`config.mk`:
```
export PLATFORM = sky130hd
export DESIGN_NAME = dvp_pattern_tx
export DESIGN_NICKNAME = d
export VERILOG_FILES = /design/src/rtl/dvp_tx_pkg.sv /design/src/rtl/dvp_pattern_gen.sv /design/src/rtl/dvp_pattern_tx.sv
export SDC_FILE = /design/constraint.sdc
export NUM_CORES = 1
export LEC_CHECK = 0
export CAP_MARGIN = 5
export CORE_ASPECT_RATIO = 1.4
export CORE_MARGIN = 2
export CORE_UTILIZATION = 40
export DETAILED_ROUTE_END_ITERATION = 8
export SYNTH_ARGS = -nofsm -noshare
export SYNTH_HDL_FRONTEND = slang
export SYNTH_SLANG_ARGS = --single-unit
```
`constraint.sdc`:
```
create_clock -name xclk -period 2.9 [get_ports xclk]
set_clock_uncertainty 0.1 [all_clocks]
set_input_delay 0.58 -clock xclk [delete_from_list [all_inputs] [get_ports xclk]]
set_output_delay 0.58 -clock xclk [all_outputs]
set_load 0.02 [all_outputs]
```
`src/rtl/dvp_tx_pkg.sv`:
```
// ============================================================================
// Module      : dvp_tx_pkg
// Description : Shared types and constants for the DVP RGB565 pattern transmitter.
// Revision    : 1.0 - initial release
// ============================================================================
`default_nettype none

package dvp_tx_pkg;

    typedef enum logic [1:0] {
        PAT_BARS     = 2'd0,
        PAT_GRADIENT = 2'd1,
        PAT_SOLID    = 2'd2,
        PAT_CHECKER  = 2'd3
    } pattern_e;

    typedef enum logic {
        ST_IDLE = 1'b0,
        ST_RUN  = 1'b1
    } tx_state_e;

    localparam logic [15:0] c_BAR_WHITE   = 16'hFFFF;
    localparam logic [15:0] c_BAR_YELLOW  = 16'hFFE0;
    localparam logic [15:0] c_BAR_CYAN    = 16'h07FF;
    localparam logic [15:0] c_BAR_GREEN   = 16'h07E0;
    localparam logic [15:0] c_BAR_MAGENTA = 16'hF81F;
    localparam logic [15:0] c_BAR_RED     = 16'hF800;
    localparam logic [15:0] c_BAR_BLUE    = 16'h001F;
    localparam logic [15:0] c_BAR_BLACK   = 16'h0000;

    localparam logic [15:0] c_CRC_POLY = 16'h1021;
    localparam logic [15:0] c_CRC_INIT = 16'hFFFF;

    function automatic logic [15:0] bar_color(input logic [2:0] idx);
        case (idx)
            3'd0:    return c_BAR_WHITE;
            3'd1:    return c_BAR_YELLOW;
            3'd2:    return c_BAR_CYAN;
            3'd3:    return c_BAR_GREEN;
            3'd4:    return c_BAR_MAGENTA;
            3'd5:    return c_BAR_RED;
            3'd6:    return c_BAR_BLUE;
            default: return c_BAR_BLACK;
        endcase
    endfunction

    // CRC-16-CCITT, one byte, MSB first
    function automatic logic [15:0] crc16_ccitt_byte(input logic [15:0] crc, input logic [7:0] data);
        logic [15:0] c;
        c = crc;
        for (int i = 7; i >= 0; i--) begin
            if (c[15] ^ data[i]) c = {c[14:0], 1'b0} ^ c_CRC_POLY;
            else                 c = {c[14:0], 1'b0};
        end
        return c;
    endfunction

endpackage

`default_nettype wire

```
`src/rtl/dvp_pattern_gen.sv`:
```
// ============================================================================
// Module      : dvp_pattern_gen
// Description : RGB565 test-pattern pixel generator (bars, gradient, solid, checker).
// Revision    : 1.0 - initial release
// ============================================================================
`default_nettype none

module dvp_pattern_gen
    import dvp_tx_pkg::*;
#(
    parameter int H_ACTIVE = 640
)(
    input  logic        clk,
    input  logic        rst,
    input  logic        i_clear,
    input  logic        i_step,
    input  logic [15:0] i_x,
    input  logic [15:0] i_y,
    input  pattern_e    i_pattern,
    input  logic [15:0] i_solid,
    input  logic        i_frame_lsb,
    output logic [15:0] o_pixel
);

    localparam int BAR_W = H_ACTIVE / 8;
    localparam int CW    = (BAR_W > 1) ? $clog2(BAR_W) : 1;
    localparam logic [CW-1:0] c_BAR_LAST = CW'(BAR_W - 1);

    logic [CW-1:0] r_bar_cnt;
    logic [2:0]    r_bar_idx;

    // Bar index tracks the current x; stepping past the active width only wraps in blanking.
    always_ff @(posedge clk) begin
        if (rst || i_clear) begin
            r_bar_cnt <= '0;
            r_bar_idx <= '0;
        end else if (i_step) begin
            if (r_bar_cnt == c_BAR_LAST) begin
                r_bar_cnt <= '0;
                r_bar_idx <= r_bar_idx + 3'd1;
            end else begin
                r_bar_cnt <= r_bar_cnt + 1'b1;
            end
        end
    end

    always_comb begin
        o_pixel = 16'h0000;
        case (i_pattern)
            PAT_BARS:     o_pixel = bar_color(r_bar_idx);
            PAT_GRADIENT: o_pixel = i_x + (i_y << 5);
            PAT_SOLID:    o_pixel = i_solid;
            PAT_CHECKER:  o_pixel = (i_x[4] ^ i_y[4] ^ i_frame_lsb) ? 16'hFFFF : 16'h0000;
            default:      o_pixel = 16'h0000;
        endcase
    end

endmodule

`default_nettype wire

```
`src/rtl/dvp_pattern_tx.sv`:
```
// ============================================================================
// Module      : dvp_pattern_tx
// Description : OV5640-style 8-bit DVP transmitter streaming RGB565 test patterns.
//               Optional frame CRC enabled by defining DVP_TX_CRC_EN.
// Revision    : 1.0 - initial release
// ============================================================================
`default_nettype none

module dvp_pattern_tx
    import dvp_tx_pkg::*;
#(
    parameter int H_ACTIVE    = 640,
    parameter int H_TOTAL     = 800,
    parameter int V_ACTIVE    = 480,
    parameter int V_TOTAL     = 525,
    parameter int VSYNC_LINES = 2,
    parameter int V_START     = 4
)(
    input  logic        xclk,
    input  logic        rst,
    input  logic        enable,
    input  logic [1:0]  pattern_sel,
    input  logic [15:0] solid_color,
    output logic        cam_pclk,
    output logic        cam_vsync,
    output logic        cam_href,
    output logic [7:0]  cam_data,
    output logic        frame_done,
    output logic [15:0] frame_cnt
`ifdef DVP_TX_CRC_EN
    ,
    output logic [15:0] frame_crc
`endif
);

    localparam int XW = $clog2(2 * H_TOTAL);
    localparam int YW = $clog2(V_TOTAL);

    localparam logic [XW-1:0] c_X_LAST   = XW'(2 * H_TOTAL - 1);
    localparam logic [XW-1:0] c_X_ACTIVE = XW'(2 * H_ACTIVE);
    localparam logic [YW-1:0] c_Y_LAST   = YW'(V_TOTAL - 1);
    localparam logic [YW-1:0] c_Y_VSYNC  = YW'(VSYNC_LINES);
    localparam logic [YW:0]   c_Y_START  = (YW+1)'(V_START);
    localparam logic [YW:0]   c_Y_END    = (YW+1)'(V_START + V_ACTIVE);

    logic          r_pclk;
    tx_state_e     r_state;
    logic [XW-1:0] r_byte_x;
    logic [YW-1:0] r_line_y;
    pattern_e      r_pattern;
    logic [15:0]   r_solid;

    logic          w_tick;
    logic          w_frame_end;
    logic          w_vsync;
    logic          w_href;
    logic [15:0]   w_x;
    logic [15:0]   w_y;
    logic [15:0]   w_pixel;
    logic [7:0]    w_byte;
    logic          w_gen_clear;
    logic          w_gen_step;

    assign cam_pclk    = r_pclk;
    // Outputs move while pclk is high so they are settled by the next rising pclk edge.
    assign w_tick      = r_pclk;
    assign w_frame_end = (r_byte_x == c_X_LAST) && (r_line_y == c_Y_LAST);
    assign w_vsync     = (r_line_y < c_Y_VSYNC);
    assign w_href      = ({1'b0, r_line_y} >= c_Y_START) && ({1'b0, r_line_y} < c_Y_END)
                         && (r_byte_x < c_X_ACTIVE);
    assign w_x         = 16'(r_byte_x[XW-1:1]);
    assign w_y         = 16'(r_line_y) - 16'(V_START);
    assign w_byte      = w_href ? (r_byte_x[0] ? w_pixel[7:0] : w_pixel[15:8]) : 8'h00;
    assign w_gen_clear = w_tick && ((r_state == ST_IDLE) || (r_byte_x == c_X_LAST));
    assign w_gen_step  = w_tick && (r_state == ST_RUN) && r_byte_x[0];

    dvp_pattern_gen #(
        .H_ACTIVE (H_ACTIVE)
    ) u_gen (
        .clk         (xclk),
        .rst         (rst),
        .i_clear     (w_gen_clear),
        .i_step      (w_gen_step),
        .i_x         (w_x),
        .i_y         (w_y),
        .i_pattern   (r_pattern),
        .i_solid     (r_solid),
        .i_frame_lsb (frame_cnt[0]),
        .o_pixel     (w_pixel)
    );

    always_ff @(posedge xclk) begin
        if (rst) begin
            r_pclk     <= 1'b0;
            r_state    <= ST_IDLE;
            r_byte_x   <= '0;
            r_line_y   <= '0;
            r_pattern  <= PAT_BARS;
            r_solid    <= '0;
            cam_vsync  <= 1'b0;
            cam_href   <= 1'b0;
            cam_data   <= 8'h00;
            frame_done <= 1'b0;
            frame_cnt  <= '0;
        end else begin
            r_pclk     <= ~r_pclk;
            frame_done <= 1'b0;
            if (w_tick) begin
                case (r_state)
                    ST_IDLE: begin
                        cam_vsync <= 1'b0;
                        cam_href  <= 1'b0;
                        cam_data  <= 8'h00;
                        if (enable) begin
                            r_state   <= ST_RUN;
                            r_byte_x  <= '0;
                            r_line_y  <= '0;
                            r_pattern <= pattern_e'(pattern_sel);
                            r_solid   <= solid_color;
                        end
                    end
                    ST_RUN: begin
                        cam_vsync <= w_vsync;
                        cam_href  <= w_href;
                        cam_data  <= w_byte;
                        if (w_frame_end) begin
                            frame_done <= 1'b1;
                            frame_cnt  <= frame_cnt + 16'd1;
                            r_byte_x   <= '0;
                            r_line_y   <= '0;
                            if (enable) begin
                                r_pattern <= pattern_e'(pattern_sel);
                                r_solid   <= solid_color;
                            end else begin
                                r_state <= ST_IDLE;
                            end
                        end else if (r_byte_x == c_X_LAST) begin
                            r_byte_x <= '0;
                            r_line_y <= r_line_y + 1'b1;
                        end else begin
                            r_byte_x <= r_byte_x + 1'b1;
                        end
                    end
                    default: r_state <= ST_IDLE;
                endcase
            end
        end
    end

`ifdef DVP_TX_CRC_EN
    logic [15:0] r_crc_acc;
    logic [15:0] w_crc_next;

    assign w_crc_next = w_href ? crc16_ccitt_byte(r_crc_acc, w_byte) : r_crc_acc;

    always_ff @(posedge xclk) begin
        if (rst) begin
            r_crc_acc <= c_CRC_INIT;
            frame_crc <= 16'h0000;
        end else if (w_tick) begin
            if (r_state == ST_IDLE) begin
                r_crc_acc <= c_CRC_INIT;
            end else if (w_frame_end) begin
                frame_crc <= w_crc_next;
                r_crc_acc <= c_CRC_INIT;
            end else begin
                r_crc_acc <= w_crc_next;
            end
        end
    end
`endif

endmodule

`default_nettype wire
```
Yosys cells after proc, flatten, opt, wreduce, memory -nomap -nowiden. Index checks and enable logic that the tools add are counted.

Bits in registers: 78. Latch bits: 0. Bits in writable memories: 0. ROM bits: 0. Input port bits: 21. Output and inout port bits: 28. Memories kept: 0.

Add/subtract/negate cells: 7. Multiply operators: 0. Div/mod/pow operators: 0. Order comparisons: 4. Eq/ne operators: 15. Shift operators: 0. Multiplexer cells: 27. Bitwise gates (word level): 4. Reductions and logical operators: 16.

Operator list (count): case mux 16 bit (7 select lines) (1); case mux 16 bit (4 select lines) (1); 2-to-1 mux 16 bit (3); 2-to-1 mux 11 bit (3); case mux 16 bit (2 select lines) (1); 2-to-1 mux 10 bit (3); case mux 11 bit (2 select lines) (1); case mux 10 bit (2 select lines) (1); adder 10 x 16 -> 16 bit (1); adder 16 x 1 -> 16 bit (second input constant) (1); 2-to-1 mux 8 bit (2); case mux 8 bit (2 select lines) (1); adder 11 x 1 -> 11 bit (second input constant) (1); equality test 11 bit (second input constant) (1); less-than comparator 11 bit (second input constant) (1); subtractor 10 x 3 -> 11 bit (second input constant) (1); adder 10 x 1 -> 10 bit (second input constant) (1); equality test 10 bit (second input constant) (1); >= comparator 10 x 3 -> 1 bit (second input constant) (1); less-than comparator 10 x 2 -> 1 bit (second input constant) (1); less-than comparator 10 x 9 -> 1 bit (second input constant) (1); equality test 3 bit (second input constant) (3); adder 7 x 1 -> 7 bit (second input constant) (1); equality test 7 bit (second input constant) (1); other kinds (22) (40).

Depth between registers and ports, before layout.
Word-level depth: 8. Depth in mapped cells: 11. Mapped depth without buffers: 10.

Hierarchy. Synthesis repeated with hierarchy kept, for this count alone.

Cells, all modules: 503. Area total of the unflattened synthesis: 4370.4 sq um.

Modules (own cells, without submodules): dvp_pattern_tx (instances 1, cells an instance 368, area each 3215.6 sq um); dvp_pattern_gen (instances 1, cells an instance 135, area each 1154.9 sq um).

Worst setup path after synthesis. Ideal clock, no wire load.

Kind: flip-flop to flip-flop. Start point: reg r_line_y[2]. End point: reg cam_data[2]. Setup time: 122 ps. Arrival time: 2219 ps. Data required time: 2678 ps. Path slack: 460 ps. Stages on the path, launching flop included: 11. Cell sequence: dfxtp_1 -> inv_1 -> ha_1 -> buf_2 -> xor2_1 -> ha_1 -> or2_2 -> o22ai_1 -> xor2_1 -> o21ai_0 -> a221o_1.

Longest elaborated chain between the ends: 8. Elaborated cells between the ends (all ways): 13. Those cells by class: add/sub (2); order compare (2); mux (5); bitwise (2); reduce/logical (2).

Ends and longest elaborated chain: start, declared (line dvp_pattern_tx.sv:49) `logic [YW-1:0] r_line_y;`; start signal, assigned (line dvp_pattern_tx.sv:139) `r_line_y <= r_line_y + 1'b1;`; branches (longest 6 deep; another with adder 10 x 16 -> 16 bit); 2-to-1 mux 8 bit * (line dvp_pattern_tx.sv:73) `assign w_byte = w_href ? (r_byte_x[0] ? w_pixel[7:0] : w_pixel[15:8]) : 8'h00;`; case mux 8 bit (2 select lines) * (line dvp_pattern_tx.sv:109) `case (r_state)`; end signal, assigned (line dvp_pattern_tx.sv:125) `cam_data <= w_byte;`; end, declared (line dvp_pattern_tx.sv:27) `output logic [7:0] cam_data,`.

Every way passes the cells marked *. A chain may end at the register's enable or synchronous reset.

Worst setup path after layout.
Start point: reg r_line_y[2]. End point: reg cam_data[3].

Same word-level chain as after synthesis.

==> run_results.csv <==
group,metric,value,unit
setup_path,crit_family,"compound AO/OA/AOI/OAI gates",
floorplanning,dieArea,0.01119,mm²
floorplanning,die_h,124.4,µm
route,routed-via-count,3624,
finish,mostFrequentLayoutCell,"dfxtp_1",
finish,fill_cells,998,
run,drv_cap,0,
cts,post-cts-setup-buffers,0,
route,drt_wl_total,9.897,mm
sta,finalHoldViolCount,0,
setup_path,crit_end,"cam_data[3]",
placement,pre_cts_ws,140.4,ps
sta,layout_setup_ws,283.6,ps
cts,numCtsBuffers,9,
finish,layout_common_cells,"dfxtp_1, nand2_1, nor2_1, clkdlybuf4s50_1, a21oi_1",
placement,numPortBuffers,48,
cts,htreeDepth,3,
pwr,irDropWorstVdd,0.3065,mV
floorplanning,coreArea,0.01001,mm²
yosys,synth_top_area_share,37.72,%
finish,antenna_cells,0,
yosys,async_flop_share,0,%
floorplanning,start_util,41.37,%
route,drc,0,
global_route,use_met3,3.690,%
floorplanning,fp.dieW,89.99,µm
cts,ctsHoldBuffers,0,
yosys,syn_nets,549,
sta,setup_viol,0,
pwr,cellPowerDensity,473.2,mW/mm²
finish,syn2layout_area_growth,21.64,%
placement,dp.cells,676,
setup_path,path_max_fanout,7,
setup_path,worstRegToRegCells,10,
global_route,antenna_found_initial,0,
finish,nets,592,
sta,worst_slew_pin_slew,703.5,ps
setup_path,path_depth,10,
yosys,synth_area_leader_cell,"dfxtp_1",
cts,cts.sinks,78,
setup_path,end_kind,"register",
placement,place_hpwl,7.371,mm
cts,cts_tree,"yes",
route,routedWlPerCell,14.30,µm
global_route,grt.overflow.total,0,
setup_path,r2r-start,"r_line_y[2]",
setup_path,worst_setup_path_start_kind,"register",
sta,period_minus_slack,2616,ps
global_route,met2_usage,31.82,%
sta,max_freq,382.2,MHz
global_route,grt_max_degree,44,
sta,report.final.slew_viol_count,0,
setup_path,cp.arrival,2740,ps
finish,final_area,0.005036,mm²
yosys,ys_warn_count,0,
placement,dpl_cell_area,0.004733,mm²
global_route,grt_busiest_layer,"met2",
floorplanning,pin_count,49,
setup_path,path_class,"register to register",
setup_path,rrSetupSlack,280,ps
yosys,yosys-top-cells-area,"dfxtp_1, nand2_1, nor2_1",
cts,clockBufferDepth,2,
finish,stdcell_count,692,
setup_path,path_buf_inv,1,
outcome,status,"complete, no violations",
cts,root_buffer,"clkbuf_16",
setup_path,cpMaxStageDelayCell,"dfxtp_1",
sta,rsz0062_at_grt,"false",
yosys,synth_area,0.004140,mm²
min_path,min_path_type,"register to register",
cts,clk_pin_slew,60,ps
route,drtIter0Drc,174,
sta,max_slew_margin,52.93,%
cts,post_cts_resized,0,
global_route,gr-usage-met1,20.85,%
yosys,synth_flop_cell,"dfxtp_1",
yosys,postSynthAreaPerCell,8.134,µm²
yosys,synth_cells,509,
sta,finalCritPeriodShare,90.22,%
setup_path,required,3020,ps
yosys,ys_seq_area_share,37.72,%
route,viasPerCell,5.237,
route,detail-route-antenna-nets,0,
global_route,grt_use_total,17.99,%
yosys,synth_edf_count,0,
setup_path,crit_start,"r_line_y[2]",
setup_path,worstReg2RegEnd,"cam_data[3]",
pwr,power_leakage,1.843,nW
sta,tns,0,ps
route,drt_pass1_iterations,4,
cts,clock_latency,340,ps
global_route,grt_pass1_vias,3399,
finish,drive_gt1_share,6.822,%
yosys,synth-seq-cells,78,
setup_path,path_cells,"inv_1 -> ha_1 -> xor2_1 -> ha_1 -> o21a_1 -> o31a_1 -> o21ai_0 -> xor2_1 -> a221oi_1 -> o21ai_0",
yosys,synth.distinct_cells,58,
floorplanning,row_count,43,
global_route,grt_pass1_wl,16.46,mm
placement,gp_congestion,0.8584,
setup_path,slowest_delay,440,ps
-- synth_stat cells, types with 2 or more instances --
library cell and number:
a22oi_1 2, nor4_1 4, o21bai_1 2, nand2_1 73, a21o_1 6, nor3b_1 3
or3_1 6, and4_1 2, buf_4 2, nand3_1 14, a221oi_1 6, buf_2 6
a221o_1 3, a21oi_1 37, o21a_1 3, inv_1 16, ha_1 18, nor3_1 11
o22ai_1 2, or4_1 2, nand2b_1 3, mux2i_1 4, o2bb2ai_1 3, buf_6 2
xor2_1 25, clkbuf_1 14, nor2b_1 4, a211oi_1 3, and3_1 10, o21ai_0 20
o221a_2 2, dfxtp_1 78, nor2_1 61, xnor2_1 24, or2_2 2, nand4_1 14
-- flip-flops by register name, indices dropped and copies added, names as in the netlist --
signal,cells
cam_pclk,1
r_byte_x,11
cam_href,1
frame_cnt,16
r_state,1
u_gen.r_bar_cnt,7
r_pattern,2
cam_vsync,1
cam_data,8
r_line_y,10
u_gen.r_bar_idx,3
r_solid,16
frame_done,1
-- final cells by class --
class                   count  area [µm²]  share of cell area [%]
multi-input cells         389        2395                   47.55
flip-flops and latches     78        1562                   31.01
repair buffers             57       548.0                   10.88
clock buffers               9       225.2                   4.472
well taps                 135       168.9                   3.354
clock inverters             7       73.82                   1.466
inverters                  17       63.81                   1.267
-- worst reg2reg max path, delay by kind of cell, from the launching register on --
family,cells,cell delay [ps]
fa+ha+maj,2,560
compound gates,5,890
xor+xnor,2,390
buf+inv,1,130
flops,1,440
-- layer usage --
metal / part of all wire (%) / vias up
li1: - / 1860
met2: 51 / 69
met3: 4.0 / 16
met1: 43 / 1679
met4: 2.3 / 0
met5: 0 / -
-- logic make-up (layout without fill, tap and decap cells) --
kind of cell / Yosys count / after routing / share of synthesized area, %
AND/OR/NAND/NOR: 217 / 217 / 24.81
buffers and inverters: 42 / 90 / 4.533
XOR/XNOR: 49 / 49 / 10.37
flip-flops: 78 / 78 / 37.72
adder cells (fa/ha/maj): 19 / 19 / 5.923
multiplexers: 4 / 4 / 0.9671
AO/OA/AOI/OAI: 100 / 100 / 15.68
-- worst min-delay path by stage --
stage	startpoint	to	slack (ps)	cells past startpoint
6_report	r_solid[2]	r_solid[2]	360	2
2_1_floorplan	r_solid[11]	r_solid[11]	340	2
4_1_cts	r_solid[2]	r_solid[2]	360	2
3_5_place_dp	r_solid[2]	r_solid[2]	350	2
5_1_grt	r_solid[2]	r_solid[2]	380	2
3_3_place_gp	r_solid[2]	r_solid[2]	350	2
-- power by group --
part           leakage [nW]  total (mW)  switching [mW]  internal, mW
sequential            0.630        1.10          0.0143          1.09
clock                 0.151        1.14           0.465         0.670
combinational          1.06       0.146          0.0832        0.0633
total                  1.84        2.38           0.562          1.82
-- stage by stage --
stage,power [mW],util [%],hold slack [ps]
global placement,1.271,47.30,349.5
detailed placement,1.273,47.30,354.0
finish,2.383,50.33,361.0
CTS,2.414,50.29,362.7
global route,2.475,50.33,378.6
floorplan,1.212,-,336.2
No activity file was read; power rests on OpenSTA's default activity.
